===== src/rtl/piso_shift_tx_if.sv =====
// piso_shift_tx_if
//   Bundles the word-source handshake and the serial-line outputs of the
//   piso_shift_tx transmitter.
//
//   Signals:
//     load_valid  - source offers parallel_in
//     parallel_in - N-bit word to transmit
//     load_ready  - transmitter can accept a word this cycle
//     serial_out  - current bit on the serial line (MSB first)
//     frame_en    - high for every bit cycle of a word (receiver enable)
//     word_done   - one-cycle pulse after the last bit of a word
//
//   Modports:
//     master - the word source / line observer side
//     slave  - the transmitter itself
interface piso_shift_tx_if #(
  parameter int N = 4
);
  logic         load_valid;
  logic [N-1:0] parallel_in;
  logic         load_ready;
  logic         serial_out;
  logic         frame_en;
  logic         word_done;

  modport master (
    output load_valid,
    output parallel_in,
    input  load_ready,
    input  serial_out,
    input  frame_en,
    input  word_done
  );

  modport slave (
    input  load_valid,
    input  parallel_in,
    output load_ready,
    output serial_out,
    output frame_en,
    output word_done
  );
endinterface


===== src/rtl/piso_shift_tx.sv =====
// piso_shift_tx
//   Parallel-in / serial-out transmitter. It accepts an N-bit word through a
//   valid/ready handshake and shifts it out MSB first, one bit per clock.
//   frame_en frames the word for a SIPO receiver. word_done pulses in the
//   cycle where that receiver's parallel output holds the complete word.
//   A new word can be accepted on the last bit cycle of the current one, so
//   back-to-back words leave no gap on the line.
//
//   Ports:
//     clk - rising-edge clock
//     rst - asynchronous active-high reset
//     bus - piso_shift_tx_if slave modport (handshake + serial outputs)
module piso_shift_tx #(
  parameter int N = 4
) (
  input  logic             clk,
  input  logic             rst,
  piso_shift_tx_if.slave   bus
);

  localparam int CNT_W = (N > 1) ? $clog2(N) : 1;

  typedef enum logic {
    IDLE,
    SHIFT
  } state_t;

  state_t           state;
  logic [CNT_W-1:0] cnt;
  logic [N-1:0]     sreg;
  logic             last_bit;
  logic             accept;

  assign last_bit = (state == SHIFT) && (cnt == CNT_W'(N - 1));

  // Ready is decoded from the registered state. It is also gated by rst,
  // because the state already reads IDLE while reset is held, yet no word
  // may be taken until reset is released.
  assign bus.load_ready = !rst && ((state == IDLE) || last_bit);
  assign accept         = bus.load_valid && bus.load_ready;

  // Single FSM process. serial_out always mirrors the bit that sreg[N-1]
  // will hold after this edge, so the line is registered. It never takes a
  // path straight from parallel_in. Leaving SHIFT clears sreg, which holds
  // the idle line at 0.
  always_ff @(posedge clk or posedge rst) begin
    if (rst) begin
      state          <= IDLE;
      cnt            <= '0;
      sreg           <= '0;
      bus.serial_out <= 1'b0;
      bus.frame_en   <= 1'b0;
      bus.word_done  <= 1'b0;
    end else begin
      bus.word_done <= last_bit;
      case (state)
        IDLE: begin
          if (accept) begin
            state          <= SHIFT;
            sreg           <= bus.parallel_in;
            cnt            <= '0;
            bus.serial_out <= bus.parallel_in[N-1];
            bus.frame_en   <= 1'b1;
          end else begin
            bus.serial_out <= 1'b0;
            bus.frame_en   <= 1'b0;
          end
        end
        SHIFT: begin
          if (last_bit) begin
            if (accept) begin
              sreg           <= bus.parallel_in;
              cnt            <= '0;
              bus.serial_out <= bus.parallel_in[N-1];
              bus.frame_en   <= 1'b1;
            end else begin
              state          <= IDLE;
              sreg           <= '0;
              cnt            <= '0;
              bus.serial_out <= 1'b0;
              bus.frame_en   <= 1'b0;
            end
          end else begin
            sreg           <= sreg << 1;
            cnt            <= cnt + 1'b1;
            bus.serial_out <= sreg[N-2];
            bus.frame_en   <= 1'b1;
          end
        end
        default: begin
          state          <= IDLE;
          sreg           <= '0;
          cnt            <= '0;
          bus.serial_out <= 1'b0;
          bus.frame_en   <= 1'b0;
        end
      endcase
    end
  end

endmodule


===== src/flat_wrapper.sv =====
// flat-port wrapper written by rule: the top's interface ports become plain ports
module piso_shift_tx_flat 
#(
  parameter int N = 4
)
  (clk, rst, bus_load_valid, bus_parallel_in, bus_load_ready, bus_serial_out, bus_frame_en, bus_word_done);
  piso_shift_tx_if #(.N(N)) bus_i ();
  input  logic clk;
  input  logic rst;
  input wire logic [$bits(bus_i.load_valid)-1:0] bus_load_valid;
  input wire logic [$bits(bus_i.parallel_in)-1:0] bus_parallel_in;
  output wire logic [$bits(bus_i.load_ready)-1:0] bus_load_ready;
  output wire logic [$bits(bus_i.serial_out)-1:0] bus_serial_out;
  output wire logic [$bits(bus_i.frame_en)-1:0] bus_frame_en;
  output wire logic [$bits(bus_i.word_done)-1:0] bus_word_done;
  assign bus_i.load_valid = bus_load_valid;
  assign bus_i.parallel_in = bus_parallel_in;
  assign bus_load_ready = bus_i.load_ready;
  assign bus_serial_out = bus_i.serial_out;
  assign bus_frame_en = bus_i.frame_en;
  assign bus_word_done = bus_i.word_done;
  piso_shift_tx #(.N(N)) u_core (.clk(clk), .rst(rst), .bus(bus_i));
endmodule

===== config.mk =====
export PLATFORM = sky130hd
export DESIGN_NAME = piso_shift_tx_flat
export DESIGN_NICKNAME = d
export VERILOG_FILES = /design/src/rtl/piso_shift_tx_if.sv /design/src/rtl/piso_shift_tx.sv /design/src/flat_wrapper.sv
export SDC_FILE = /design/constraint.sdc
export NUM_CORES = 1
export LEC_CHECK = 0
export ABC_AREA = 1
export BUFFER_PORTS_ARGS = -buffer_cell sky130_fd_sc_hd__buf_4
export CELL_PAD_IN_SITES_DETAIL_PLACEMENT = 1
export CELL_PAD_IN_SITES_GLOBAL_PLACEMENT = 1
export CORE_AREA = 2 2 39 41
export DETAILED_ROUTE_END_ITERATION = 10
export DIE_AREA = 0 0 41 43
export PLACE_DENSITY_LB_ADDON = 0.1
export RECOVER_POWER = 50
export SLEW_MARGIN = 10
export SYNTH_ARGS = -nofsm -noshare
export SYNTH_HDL_FRONTEND = slang
export SYNTH_SLANG_ARGS = --single-unit

===== constraint.sdc =====
create_clock -name clk -period 1.5 [get_ports clk]
set_input_delay 0.075 -clock clk [delete_from_list [all_inputs] [get_ports clk]]
set_output_delay 0.075 -clock clk [all_outputs]
set_load 0.1 [all_outputs]

==> impl_metrics.yaml <==
timing:
  tightest_slew_ns: 0.5378
  rsz0062_at_grt: "no"
  period_share: 0.9275
  finClkSkew_ns: 0.004455
  fmax_mhz: 718.8
  setup_slack_ns: 0.1088
  setup_viol: 0
  slew_headroom: 0.6430
  finalMaxSlewViolations: 0
  hold_violations: 0
  layout_min_cycle_time_ns: 1.391
  setup_tns_ns: 0
global_routing:
  antenna_found_initial: 0
  grt_overflow: 0
  grt_pass1_vias: 341
  grtUsageTotal: 0.1287
  grt_pass1_wl_mm: 1.469
  grt_max_degree: 12
job:
  maxCapViolCount: 0
detailed_routing:
  routedWlPerCell_um: 12.23
  wl_um: 893
  dr.pass1.iters: 4
  ant_nets: 0
  route.detailed.drc: 0
  vias_per_cell: 4.726
  drt_iter0_markers: 4
  vias: 345
clock_tree:
  clock-sinks: 8
  cts_tree: "done"
  h-tree-depth: 1
  clockBufferDepth: 2
  cts_buffers: 3
  clkLatencyLatePin_ns: 0.26
  cts_root_buf: "clkbuf_4"
  postCtsSetupBuffers: 0
  path_clk_slew_ns: 0.06
pwr:
  p_leak_nw: 0.2570
  p_per_area_nw_per_um2: 2400
  peakVddDrop_mv: 0.6100
cells_and_area:
  stdcell_count: 73
  nNetsFinal: 66
  antennaDiodeCount: 0
  area_delta_synth_final_pct: 42.36
  drive_gt1_frac: 0.2807
  fillers: 177
place:
  dp_hpwl_um: 678.9
  dp_slack_ns: 0.1965
  placed_cells: 68
  port_buffers: 10
  place.gp.congestion: 0.6902
floorplan:
  fp-row-count: 14
  die_area_um2: 1763
  fp.dieW_um: 41
  io_pins: 11
  core_um2: 1384
  start_util: 0.2604
  die_h_um: 43
logic_synthesis:
  synth_top_area_share: 0.5556
  postSynthNetCount: 50
  synth_area_leaders: "dfrtp_1, nand2_1, nor2_1"
  async_flop_share: 1.000
  yosysWarnings: 0
  syn_inst: 42
  synthTopCellsByCount: "dfrtp_1, nand2_1, nor2_1"
  avgSynthCellArea_um2: 8.580
  synth_top_area_cell: "dfrtp_1"
  synth_seq_area_share: 0.5556
  synth_area_um2: 360.3
  synth_top_flop_cell: "dfrtp_1"
  ys_types: 12
  synth.most_common_cell: "dfrtp_1"
  ys_seq_elements: 8
  synth_edf_count: 0
setup_path:
  crit_arrival_ns: 1.32
  startpoint: "u_core.cnt[0]"
  crit_fanout: 4
  worstPathRequired_ns: 1.42
  path_class: "reg -> out"
  worstReg2RegStart: "u_core.cnt[0]"
  cp-start-kind: "flop"
  crit_path_end_kind: "primary output"
min_path:
  min-delay-path-class: "in -> reg"
  hold_path.startpoint: "bus_parallel_in[3]"
outcome:
  status: "complete, no violations"
[critical path: stages (launching register included)]
cell and delay, ns:
dfrtp_1 0.36, ha_1 0.17, inv_1 0.11, a21oi_4 0.21, buf_12 0.20
[where the power goes]
part           total, mW  switching, mW  leakage, nW  internal [mW]
clock              0.181         0.0790       0.0150          0.102
combinational      0.662          0.485        0.141          0.177
sequential         0.388         0.0743        0.101          0.314
[cell usage in the layout (no fill, tap or decap), drive strengths merged]
cell / netlist / routed
nor2: 6 / 6
nand2: 8 / 8
a21oi: 4 / 4
nand3: 4 / 4
inv: 6 / 6
o21ai: 2 / 2
clkbuf: 0 / 6
dlygate4sd3: 0 / 1
dfrtp: 8 / 8
o21bai: 1 / 1
buf: 0 / 8
ha: 1 / 1
nand4: 2 / 2
[area by class of cell]
cell class | count | area [µm²] | share of cell area
inverters | 6 | 22.52 | 0.04390
repair buffers | 11 | 91.34 | 0.1780
multi-input cells | 28 | 148.9 | 0.2902
clock buffers | 4 | 26.28 | 0.05122
flip-flops and latches | 8 | 203.9 | 0.3976
well taps | 16 | 20.02 | 0.03902
[cells by family after synthesis]
kind of cell,Yosys count,synth area share
compound gates,7,0.1042
simple gates,20,0.2431
fa+ha+maj,1,0.03472
buf+inv,6,0.06250
flops,8,0.5556
[routing by layer]
metal  up-vias  wire length [µm]  GRT usage  share of wire
met4         0                 9     0.1000          0.010
li1        167                 -          -              -
met1       165               398     0.1722           0.45
met3         2                67    0.04712          0.075
met2        11               418     0.1594           0.47
met5         -                 0          0              0
[stage by stage]
step	area, µm²	hold slack, ns	utilization	total power, mW
after floorplan	375.4	-0.1396	-	0.8784
after global placement	470.5	0.03202	0.3400	1.016
after detailed placement	470.5	0.03570	0.3400	1.036
after CTS	510.5	0.05170	0.3689	1.231
after global routing	513.0	0.07384	0.3707	1.318
final	513.0	0.05775	0.3707	1.231
[final timing paths]
kind / to / slack (ns) / depth (start not counted)
worst max-delay path: bus_load_ready / 0.11 / 4
worst min-delay path: u_core.bus.serial_out / 0.06 / 3
worst max register to register: u_core.sreg[1] / 0.20 / 6
worst min register to register: u_core.cnt[1] / 0.49 / 2
max in group asynchronous: u_core.state / 0.94 / 3
min in group asynchronous: u_core.state / 0.35 / 3
[state kept, by name, indices dropped and copies added, names as in the netlist]
| signal | flops |
|---|---|
| u_core.sreg | 3 |
| u_core.state | 1 |
| u_core.cnt | 2 |
| u_core.bus.serial_out | 1 |
| u_core.bus.word_done | 1 |
[what timing repair did]
action,CTS,global route
gates resized for setup,1,2
setup endpoints to repair,1,1
hold buffers,1,0
cloned,0,0
pin swaps,0,1
hold endpoints to repair,8,0
No activity file was read; power rests on OpenSTA's default activity.
